### src/rtl/reset_generator_pkg.sv
// ---------------------------------------------------------------------------
// reset_generator_pkg
// Width helpers shared by the reset generator sources. State encodings stay
// local to the reset_generator module; only sizing arithmetic lives here.
// ---------------------------------------------------------------------------
package reset_generator_pkg;

   function automatic int max_int(input int a, input int b);
      return (a > b) ? a : b;
   endfunction

   // Shared lock-filter / hold counter width.
   function automatic int cnt_width(input int lock_filter, input int hold_cycles);
      return $clog2(max_int(lock_filter, hold_cycles)) + 1;
   endfunction

   // Debounce counter must reach BUTTON_FILTER (one past the event count).
   function automatic int bcnt_width(input int button_filter);
      return $clog2(button_filter + 1) + 1;
   endfunction

endpackage

### src/rtl/reset_generator_sync.sv
// ---------------------------------------------------------------------------
// bit_synchronizer
// Multi-flop synchronizer for a single asynchronous bit. The flops have no
// reset so they can be packed tightly together as a synchronizer chain.
// Ports:
//   clk  in   destination clock
//   d    in   asynchronous input bit
//   q    out  synchronized bit, STAGES cycles behind d
// ---------------------------------------------------------------------------
module bit_synchronizer #(
   parameter int STAGES = 2
) (
   input  logic clk,
   input  logic d,
   output logic q
);

   (* ASYNC_REG = "TRUE" *) logic [STAGES-1:0] sync_r;

   always_ff @(posedge clk) begin
      sync_r <= {sync_r[STAGES-2:0], d};
   end

   assign q = sync_r[STAGES-1];

endmodule

### src/rtl/reset_generator.sv
// ---------------------------------------------------------------------------
// reset_generator
// Builds the clk_1x-domain synchronous reset from PLL lock and the board
// reset button. Reset is released only after lock has been stable for
// LOCK_FILTER cycles followed by HOLD_CYCLES cycles; it re-asserts on loss
// of lock or on a debounced button press.
// Ports:
//   clk           in   clk_1x
//   reset         in   synchronous active-high; returns to S_WAIT_LOCK
//   pll_locked    in   asynchronous PLL lock
//   user_reset_n  in   asynchronous button, active-low
//   reset_out     out  registered system reset, active-high
//   reset_done    out  one-cycle pulse in the first cycle reset_out is low
//   lock_lost     out  sticky flag: lock dropped while running
// ---------------------------------------------------------------------------
module reset_generator
   import reset_generator_pkg::*;
#(
   parameter int SYNC_STAGES   = 2,
   parameter int LOCK_FILTER   = 8,
   parameter int HOLD_CYCLES   = 16,
   parameter int BUTTON_FILTER = 1024
) (
   input  logic clk,
   input  logic reset,
   input  logic pll_locked,
   input  logic user_reset_n,
   output logic reset_out,
   output logic reset_done,
   output logic lock_lost
);

   localparam int CNT_W  = cnt_width(LOCK_FILTER, HOLD_CYCLES);
   localparam int BCNT_W = bcnt_width(BUTTON_FILTER);

   localparam logic [CNT_W-1:0]  LF_LAST  = CNT_W'(LOCK_FILTER - 1);
   localparam logic [CNT_W-1:0]  HC_LAST  = CNT_W'(HOLD_CYCLES - 1);
   localparam logic [BCNT_W-1:0] BF_EVT   = BCNT_W'(BUTTON_FILTER - 1);
   localparam logic [BCNT_W-1:0] BF_PARK  = BCNT_W'(BUTTON_FILTER);

   typedef enum logic [1:0] {
      S_WAIT_LOCK = 2'd0,
      S_FILTER    = 2'd1,
      S_HOLD      = 2'd2,
      S_RUN       = 2'd3
   } state_t;

   state_t             state;
   state_t             state_nxt;
   logic [CNT_W-1:0]   cnt;
   logic [CNT_W-1:0]   cnt_nxt;
   logic               lost_set;

   logic               locked_s;
   logic               btn_raw;
   logic               btn_s;
   logic [BCNT_W-1:0]  bcnt;
   logic               btn_evt;

   // Button is active-low at the pin; synchronize the "pressed" sense.
   assign btn_raw = ~user_reset_n;

   bit_synchronizer #(.STAGES(SYNC_STAGES)) u_lock_sync (
      .clk (clk),
      .d   (pll_locked),
      .q   (locked_s)
   );

   bit_synchronizer #(.STAGES(SYNC_STAGES)) u_btn_sync (
      .clk (clk),
      .d   (btn_raw),
      .q   (btn_s)
   );

   // Debounce: btn_evt fires in the BUTTON_FILTER-th consecutive pressed
   // cycle. bcnt then parks one step past the event value, so a long press
   // produces exactly one event until the button is released.
   assign btn_evt = btn_s && (bcnt == BF_EVT);

   always_ff @(posedge clk) begin
      if (reset) begin
         bcnt <= '0;
      end else if (!btn_s) begin
         bcnt <= '0;
      end else if (bcnt != BF_PARK) begin
         bcnt <= bcnt + BCNT_W'(1);
      end
   end

   // Next-state logic; priority is lock loss > button event > terminal count.
   always_comb begin
      state_nxt = state;
      cnt_nxt   = cnt;
      lost_set  = 1'b0;
      case (state)
         S_WAIT_LOCK: begin
            cnt_nxt = '0;
            if (locked_s) state_nxt = S_FILTER;
         end
         S_FILTER: begin
            cnt_nxt = cnt + CNT_W'(1);
            if (!locked_s) begin
               state_nxt = S_WAIT_LOCK;
               cnt_nxt   = '0;
            end else if (cnt == LF_LAST) begin
               state_nxt = S_HOLD;
               cnt_nxt   = '0;
            end
         end
         S_HOLD: begin
            cnt_nxt = cnt + CNT_W'(1);
            if (!locked_s) begin
               state_nxt = S_WAIT_LOCK;
               cnt_nxt   = '0;
            end else if (btn_evt) begin
               cnt_nxt   = '0;
            end else if (cnt == HC_LAST) begin
               state_nxt = S_RUN;
               cnt_nxt   = '0;
            end
         end
         S_RUN: begin
            cnt_nxt = '0;
            if (!locked_s) begin
               state_nxt = S_WAIT_LOCK;
               lost_set  = 1'b1;
            end else if (btn_evt) begin
               state_nxt = S_HOLD;
            end
         end
         default: begin
            state_nxt = S_WAIT_LOCK;
            cnt_nxt   = '0;
         end
      endcase
   end

   // Outputs are registered from the next state so reset_out is a clean flop.
   always_ff @(posedge clk) begin
      if (reset) begin
         state      <= S_WAIT_LOCK;
         cnt        <= '0;
         reset_out  <= 1'b1;
         reset_done <= 1'b0;
         lock_lost  <= 1'b0;
      end else begin
         state      <= state_nxt;
         cnt        <= cnt_nxt;
         reset_out  <= (state_nxt != S_RUN);
         reset_done <= (state_nxt == S_RUN) && (state != S_RUN);
         if (lost_set) lock_lost <= 1'b1;
      end
   end

endmodule

### config.mk
export PLATFORM = sky130hd
export DESIGN_NAME = reset_generator
export DESIGN_NICKNAME = d
export VERILOG_FILES = /design/src/rtl/reset_generator_pkg.sv /design/src/rtl/reset_generator_sync.sv /design/src/rtl/reset_generator.sv
export SDC_FILE = /design/constraint.sdc
export NUM_CORES = 1
export LEC_CHECK = 0
export BUFFER_PORTS_ARGS = -buffer_cell sky130_fd_sc_hd__buf_2
export CAP_MARGIN = 15
export CORE_AREA = 2 2 46 48
export DETAILED_ROUTE_END_ITERATION = 12
export DIE_AREA = 0 0 48 50
export PLACE_DENSITY = 0.84
export REMOVE_ABC_BUFFERS = 1
export SKIP_LAST_GASP = 1
export SLEW_MARGIN = 0
export SYNTH_ARGS = -nofsm -noshare
export SYNTH_HDL_FRONTEND = slang
export SYNTH_SLANG_ARGS = --single-unit
### constraint.sdc
create_clock -name clk -period 2.94 [get_ports clk]
set_input_delay 0.294 -clock clk [delete_from_list [all_inputs] [get_ports clk]]
set_output_delay 0.294 -clock clk [all_outputs]
set_load 0.005 [all_outputs]
==> results.json, run 1 <==
{
  "hold_viol": 0,
  "startpoint": "bcnt[1]",
  "r2r-start": "bcnt[1]",
  "start_util_pct": 57.8,
  "io_buffers": 6,
  "grt_max_degree": 14,
  "grt-ovfl-total": 0,
  "setup-tns-final_ns": 0,
  "io_pins": 7,
  "worst_slew_pin_slew_ns": 0.403,
  "worstPathMaxFanout": 6,
  "drive_gt1_share_pct": 11.1,
  "cts.path.max_buffers": 2,
  "final_nets": 137,
  "slew_headroom_pct": 72.7,
  "clkLatencyLatePin_ns": 0.31,
  "wirelength_mm": 1.81,
  "post-cts-setup-buffers": 0,
  "hold_depth": 1,
  "period_share_pct": 60.0,
  "report.final.slew_viol_count": 0,
  "grt_usage_pct": 18.2,
  "core_area_mm2": 0.00190,
  "r2r-end": "cnt[3]",
  "ir_drop_mv": 0.303,
  "end_kind": "register",
  "ant_nets": 0,
  "hpwlAfterDp_mm": 1.39,
  "reg2reg_depth": 5,
  "r2r_slack_ns": 1.18,
  "die_area_mm2": 0.00240,
  "finalNonFillerCells": 153,
  "placed_cells": 150,
  "drt-vias-per-instance": 5.42,
  "min_from": "pll_locked",
  "htreeDepth": 1,
  "cp.required_ns": 3.15,
  "cap_violations": 0,
  "cp.arrival_ns": 1.98,
  "cts_sinks": 26,
  "via_count": 830,
  "p_total_mw": 0.520,
  "syn_area_per_cell_um2": 9.24,
  "power_density_mw_per_mm2": 442,
  "ys_seq_elements": 26,
  "area_growth_pct": 7.05,
  "placementRows": 16,
  "n_antenna_cell": 0,
  "drtIter0Drc": 25,
  "gp_congestion": 0.870,
  "min_path_type": "in -> reg",
  "outcome": "finished clean",
  "antenna_found_initial": 0,
  "dr.pass1.iters": 4,
  "setup_violations": 0,
  "synth.distinct_cells": 34,
  "cts_resized": 0,
  "grt_pass1_vias": 760,
  "cts-root-buf": "clkbuf_4",
  "min_to": "u_lock_sync.sync_r[0]",
  "cts_hold_buf": 0,
  "cts-buffers-inserted": 3,
  "grt_pass1_wl_mm": 3.12,
  "startpoint_type": "register",
  "period_needed_ns": 1.76,
  "clk_pin_slew_ns": 0.12,
  "crit_type": "reg -> reg",
  "tritoncts": "done",
  "syn_area_mm2": 0.00110,
  "die_h_um": 50,
  "ys_seq_area_share_pct": 47.3,
  "leakage_nw": 0.423,
  "synth_cells": 119,
  "rsz0062_at_grt": "no",
  "finClkSkew_ns": 0.00313,
  "max_freq_mhz": 567,
  "yosysWarnings": 0,
  "wl_per_cell_um": 11.8,
  "drc": 0,
  "dieWidth_um": 48
}
## flip-flops by register name, summed over array words and instances, names as in the netlist
register and count:
u_btn_sync.sync_r 2, state 2, bcnt 12, reset_out 1, u_lock_sync.sync_r 2, lock_lost 1
reset_done 1, cnt 5
## final cells by class
class / instances / area [um^2]
Sequential cell: 26 / 520
Tap cell: 27 / 33.8
Clock buffer: 3 / 22.5
Multi-Input combinational cell: 80 / 529
Timing Repair Buffer: 6 / 30.0
Inverter: 11 / 41.3
Fill cell: 164 / 724
## cell usage after synthesis
library cell,instances,area [um^2]
a211oi_1,1,7.51
a21oi_1,3,15.0
a31oi_1,4,25.0
a41oi_2,1,16.3
and2b_1,1,7.51
and3_1,1,6.26
clkbuf_1,1,3.75
clkbuf_2,1,5.00
dfxtp_1,26,521
ha_1,5,62.6
inv_1,11,41.3
mux2i_1,2,20.0
nand2_1,3,11.3
nand2b_1,2,12.5
nand3_1,5,25.0
nand3_2,1,10.0
nand4_1,3,18.8
nand4b_1,1,8.76
nor2_1,19,71.3
nor2b_1,1,6.26
nor3_1,3,15.0
nor3b_1,2,15.0
nor4_1,1,6.26
nor4b_1,2,17.5
nor4bb_1,1,10.0
o21ai_0,3,15.0
o2bb2ai_1,1,8.76
or2_2,1,6.26
or2b_1,1,7.51
or3_1,1,6.26
or3_2,1,7.51
or4_4,1,11.3
xnor2_1,7,61.3
xor2_1,2,17.5
## power by group
part | switching [mW] | leakage [nW] | total [mW] | internal (mW)
combinational | 0.0108 | 0.198 | 0.0188 | 0.00800
sequential | 0.00369 | 0.212 | 0.361 | 0.358
clock | 0.0923 | 0.0138 | 0.140 | 0.0480
total | 0.107 | 0.423 | 0.520 | 0.414
## worst max path at each step
stage	to	slack (ns)	cells after the start
after detailed placement	cnt[3]	1.19	5
after floorplan	cnt[3]	1.31	5
final	cnt[3]	1.18	5
after global routing	cnt[1]	1.06	5
after global placement	cnt[3]	1.24	5
after CTS	cnt[1]	1.16	5
## layer usage
layer	track usage [%]	up-vias	wire (um)
li1	-	421	-
met1	22.4	389	783
met2	30.2	15	935
met3	4.40	5	56
met4	5.41	0	33
met5	0	-	0
## critical path, cell delays in order (launching register included)
cell,delay (ns)
dfxtp_1,0.42
ha_1,0.21
nand3_2,0.14
or4_4,0.59
a41oi_2,0.24
nor2_1,0.07
## layout by cell type (no fill, tap or decap), types with 3 or more instances in the layout
cell      synthesis  final
nand2_1           3      3
nand4_1           3      3
a31oi_1           4      4
inv_1            11     11
clkbuf_4          0      3
buf_2             0      6
a21oi_1           3      3
nand3_1           5      5
o21ai_0           3      3
nor2_1           19     19
xnor2_1           7      7
ha_1              5      5
dfxtp_1          26     26
nor3_1            3      3
## kinds of logic after synthesis
group | after synthesis | synth area share, %
buffers and inverters | 13 | 4.55
xor gates and xnor gates | 9 | 7.17
and+or+nand+nor | 51 | 25.5
DFF | 26 | 47.3
adders and majority gates | 5 | 5.69
AOI/OAI and AO/OA | 13 | 7.96
muxes | 2 | 1.82
## through the flow
step                      util [%]  cell area (um^2)  worst slack [ns]  hold WS (ns)
after CTS                     61.9              1180              1.16        0.0753
after global placement        60.7              1150              1.24         0.310
final                         61.9              1180              1.18        0.0877
after global routing          61.9              1180              1.06        0.0559
after detailed placement      60.7              1150              1.19         0.312
after floorplan                  -              1090              1.31         0.310
(Power assumes the default switching activity.)
==> run 2, diff against run 1 <==
--- a/config.mk
+++ b/config.mk
@@ -5,12 +5,13 @@
 export SDC_FILE = /design/constraint.sdc
 export NUM_CORES = 1
 export LEC_CHECK = 0
+export ABC_AREA = 1
 export BUFFER_PORTS_ARGS = -buffer_cell sky130_fd_sc_hd__buf_2
 export CAP_MARGIN = 15
-export CORE_AREA = 2 2 46 48
+export CORE_AREA = 2 2 52 54
 export DETAILED_ROUTE_END_ITERATION = 12
-export DIE_AREA = 0 0 48 50
-export PLACE_DENSITY = 0.84
+export DIE_AREA = 0 0 54 56
+export PLACE_DENSITY = 0.77
 export REMOVE_ABC_BUFFERS = 1
 export SKIP_LAST_GASP = 1
 export SLEW_MARGIN = 0
==> constraint.sdc (replaced) <==
create_clock -name clk -period 1.5 [get_ports clk]
set_input_delay 0.15 -clock clk [delete_from_list [all_inputs] [get_ports clk]]
set_output_delay 0.15 -clock clk [all_outputs]
set_load 0.005 [all_outputs]
==> results.json, run 2 <==
{
  "outcome": "finished clean",
  "setup-tns-final_ns": 0,
  "drc": 0,
  "cp.required_ns": 1.70,
  "io_pins": 7,
  "grt_pass1_vias": 963,
  "largest_registers": "bcnt: 12 flops, cnt: 5 flops",
  "final_cell_mix": "nand2_1 (31), inv_1 (27), nor2_1 (23), dfxtp_1 (23), a21oi_1 (14)",
  "synth_cells": 169,
  "clk_pin_slew_ns": 0.13,
  "cts.path.max_buffers": 2,
  "startpoint_type": "register",
  "area_growth_pct": 14.5,
  "worst_slew_pin_slew_ns": 0.370,
  "ir_drop_mv": 0.576,
  "leakage_nw": 0.546,
  "ys_seq_elements": 26,
  "period_needed_ns": 1.40,
  "ant_nets": 0,
  "via_count": 1082,
  "period_share_pct": 93.0,
  "n_antenna_cell": 0,
  "grt-ovfl-total": 0,
  "crit_type": "reg -> reg",
  "setup_violations": 0,
  "p_total_mw": 1.06,
  "largest_reg_flops": 12,
  "clkLatencyLatePin_ns": 0.31,
  "async_flop_share_pct": 0,
  "dp_slack_ns": 0.0459,
  "tritoncts": "done",
  "synth_top_area_cell": "dfxtp_1",
  "synth_edf_count": 0,
  "yosysWarnings": 0,
  "cp.arrival_ns": 1.60,
  "worstPathMaxFanout": 2,
  "finClkSkew_ns": 0.00176,
  "final_nets": 193,
  "placementRows": 18,
  "netlist.area_leader.share_pct": 42.7,
  "min_path_type": "in -> reg",
  "cap_violations": 0,
  "wl_per_cell_um": 11.4,
  "grt_usage_pct": 17.0,
  "dieWidth_um": 54,
  "setup_ws_ns": 0.105,
  "end_kind": "register",
  "die_h_um": 56,
  "cts_sinks": 26,
  "io_buffers": 6,
  "yosys-top-cells-area": "dfxtp_1 (43%), nand2_1 (9.8%), inv_1 (8.6%)",
  "syn_area_mm2": 0.00122,
  "final_common_cell": "nand2_1",
  "die_area_mm2": 0.00302,
  "cts-buffers-inserted": 3,
  "hpwlAfterDp_mm": 1.77,
  "syn_area_per_cell_um2": 7.22,
  "synth.distinct_cells": 23,
  "gp_congestion": 0.809,
  "core_area_mm2": 0.00243,
  "hold_viol": 0,
  "report.final.slew_viol_count": 0,
  "drive_gt1_share_pct": 17.6,
  "rsz0062_at_grt": "no",
  "synth_top_flop_cell": "dfxtp_1",
  "ys_seq_area_share_pct": 42.7,
  "synth_most_common_cell": "nand2_1",
  "drt-vias-per-instance": 5.10,
  "start_util_pct": 50.2,
  "power_density_mw_per_mm2": 759,
  "dr.pass1.iters": 4,
  "slew_headroom_pct": 75.1,
  "wirelength_mm": 2.43,
  "largest-register": "bcnt",
  "antenna_found_initial": 0,
  "yosys-top-cells-count": "nand2_1 (32), inv_1 (28), dfxtp_1 (26)",
  "htreeDepth": 1,
  "grt_max_degree": 14,
  "grt_pass1_wl_mm": 3.95,
  "drtIter0Drc": 28,
  "max_freq_mhz": 717,
  "cts-root-buf": "clkbuf_4"
}
run 2: changes by cell type after synthesis, moves of 5 or more:
cell,delta
nand2_1,+29
a21oi_1,+11
nor2_1,+5
xnor2_1,-7
inv_1,+17
run 2: final cells by class:
cell class | count | area [um^2]
multi-input combinational | 114 | 634
sequential | 26 | 524
timing repair buffer | 11 | 72.6
clock buffer | 3 | 22.5
inverter | 28 | 105
fill | 227 | 1040
tap | 30 | 37.5
run 2: critical path, stage by stage, from the launching register on:
cell	delay [ns]
dfxtp_2	0.38
ha_4	0.14
nand2_2	0.07
nor2_4	0.16
ha_4	0.16
nor2_1	0.04
nor2_1	0.13
o21ai_2	0.07
nand2_1	0.08
nand3_1	0.07
run 2: worst paths after layout:
path,cells past startpoint,endpoint,start,slack [ns]
worst max-delay path,9,reset_out,cnt[1],0.10
worst min-delay path,2,cnt[0],reset,0.11
worst max register to register,9,reset_out,cnt[1],0.10
worst min register to register,0,u_btn_sync.sync_r[1],u_btn_sync.sync_r[0],0.35
run 2: timing repair:
| action | CTS | global route |
|---|---|---|
| hold buffers | 2 | 0 |
| hold endpoints to repair | 2 | 0 |
| resized for setup | 0 | 13 |
| setup buffers | 0 | 2 |
| setup endpoints to repair | 0 | 9 |
run 2: cells by family after synthesis:
| logic type | Yosys count | share of synthesized area (%) |
|---|---|---|
| xor+xnor | 1 | 0.718 |
| buf+inv | 29 | 9.03 |
| fa+ha+maj | 5 | 5.13 |
| flops | 26 | 42.7 |
| simple gates | 83 | 31.2 |
| compound gates | 25 | 11.3 |
run 2: power breakdown:
part	total [mW]	internal (mW)	switching [mW]	leakage (nW)
Clock	0.285	0.0940	0.190	0.0138
Sequential	0.713	0.703	0.0105	0.213
Combinational	0.0618	0.0254	0.0364	0.319
Total	1.06	0.822	0.237	0.546
run 2: routing by layer:
metal  up-vias  routed length, um  GRT usage (%)
met5         -                  0              0
met3         2                 66           4.84
met2        16               1280           28.4
met4         0                 10           3.21
li1        564                  -              -
met1       500               1070           21.6
run 2: metrics by stage:
| stage | cell area, um^2 | utilization [%] | cells | hold slack [ns] |
|---|---|---|---|---|
| after floorplan | 1210 | - | 168 | 0.178 |
| after global placement | 1290 | 53.0 | 205 | 0.254 |
| after detailed placement | 1290 | 53.0 | 205 | 0.255 |
| after CTS | 1330 | 54.8 | 210 | 0.118 |
| after global routing | 1400 | 57.4 | 212 | 0.118 |
| final | 1400 | 57.4 | 212 | 0.115 |
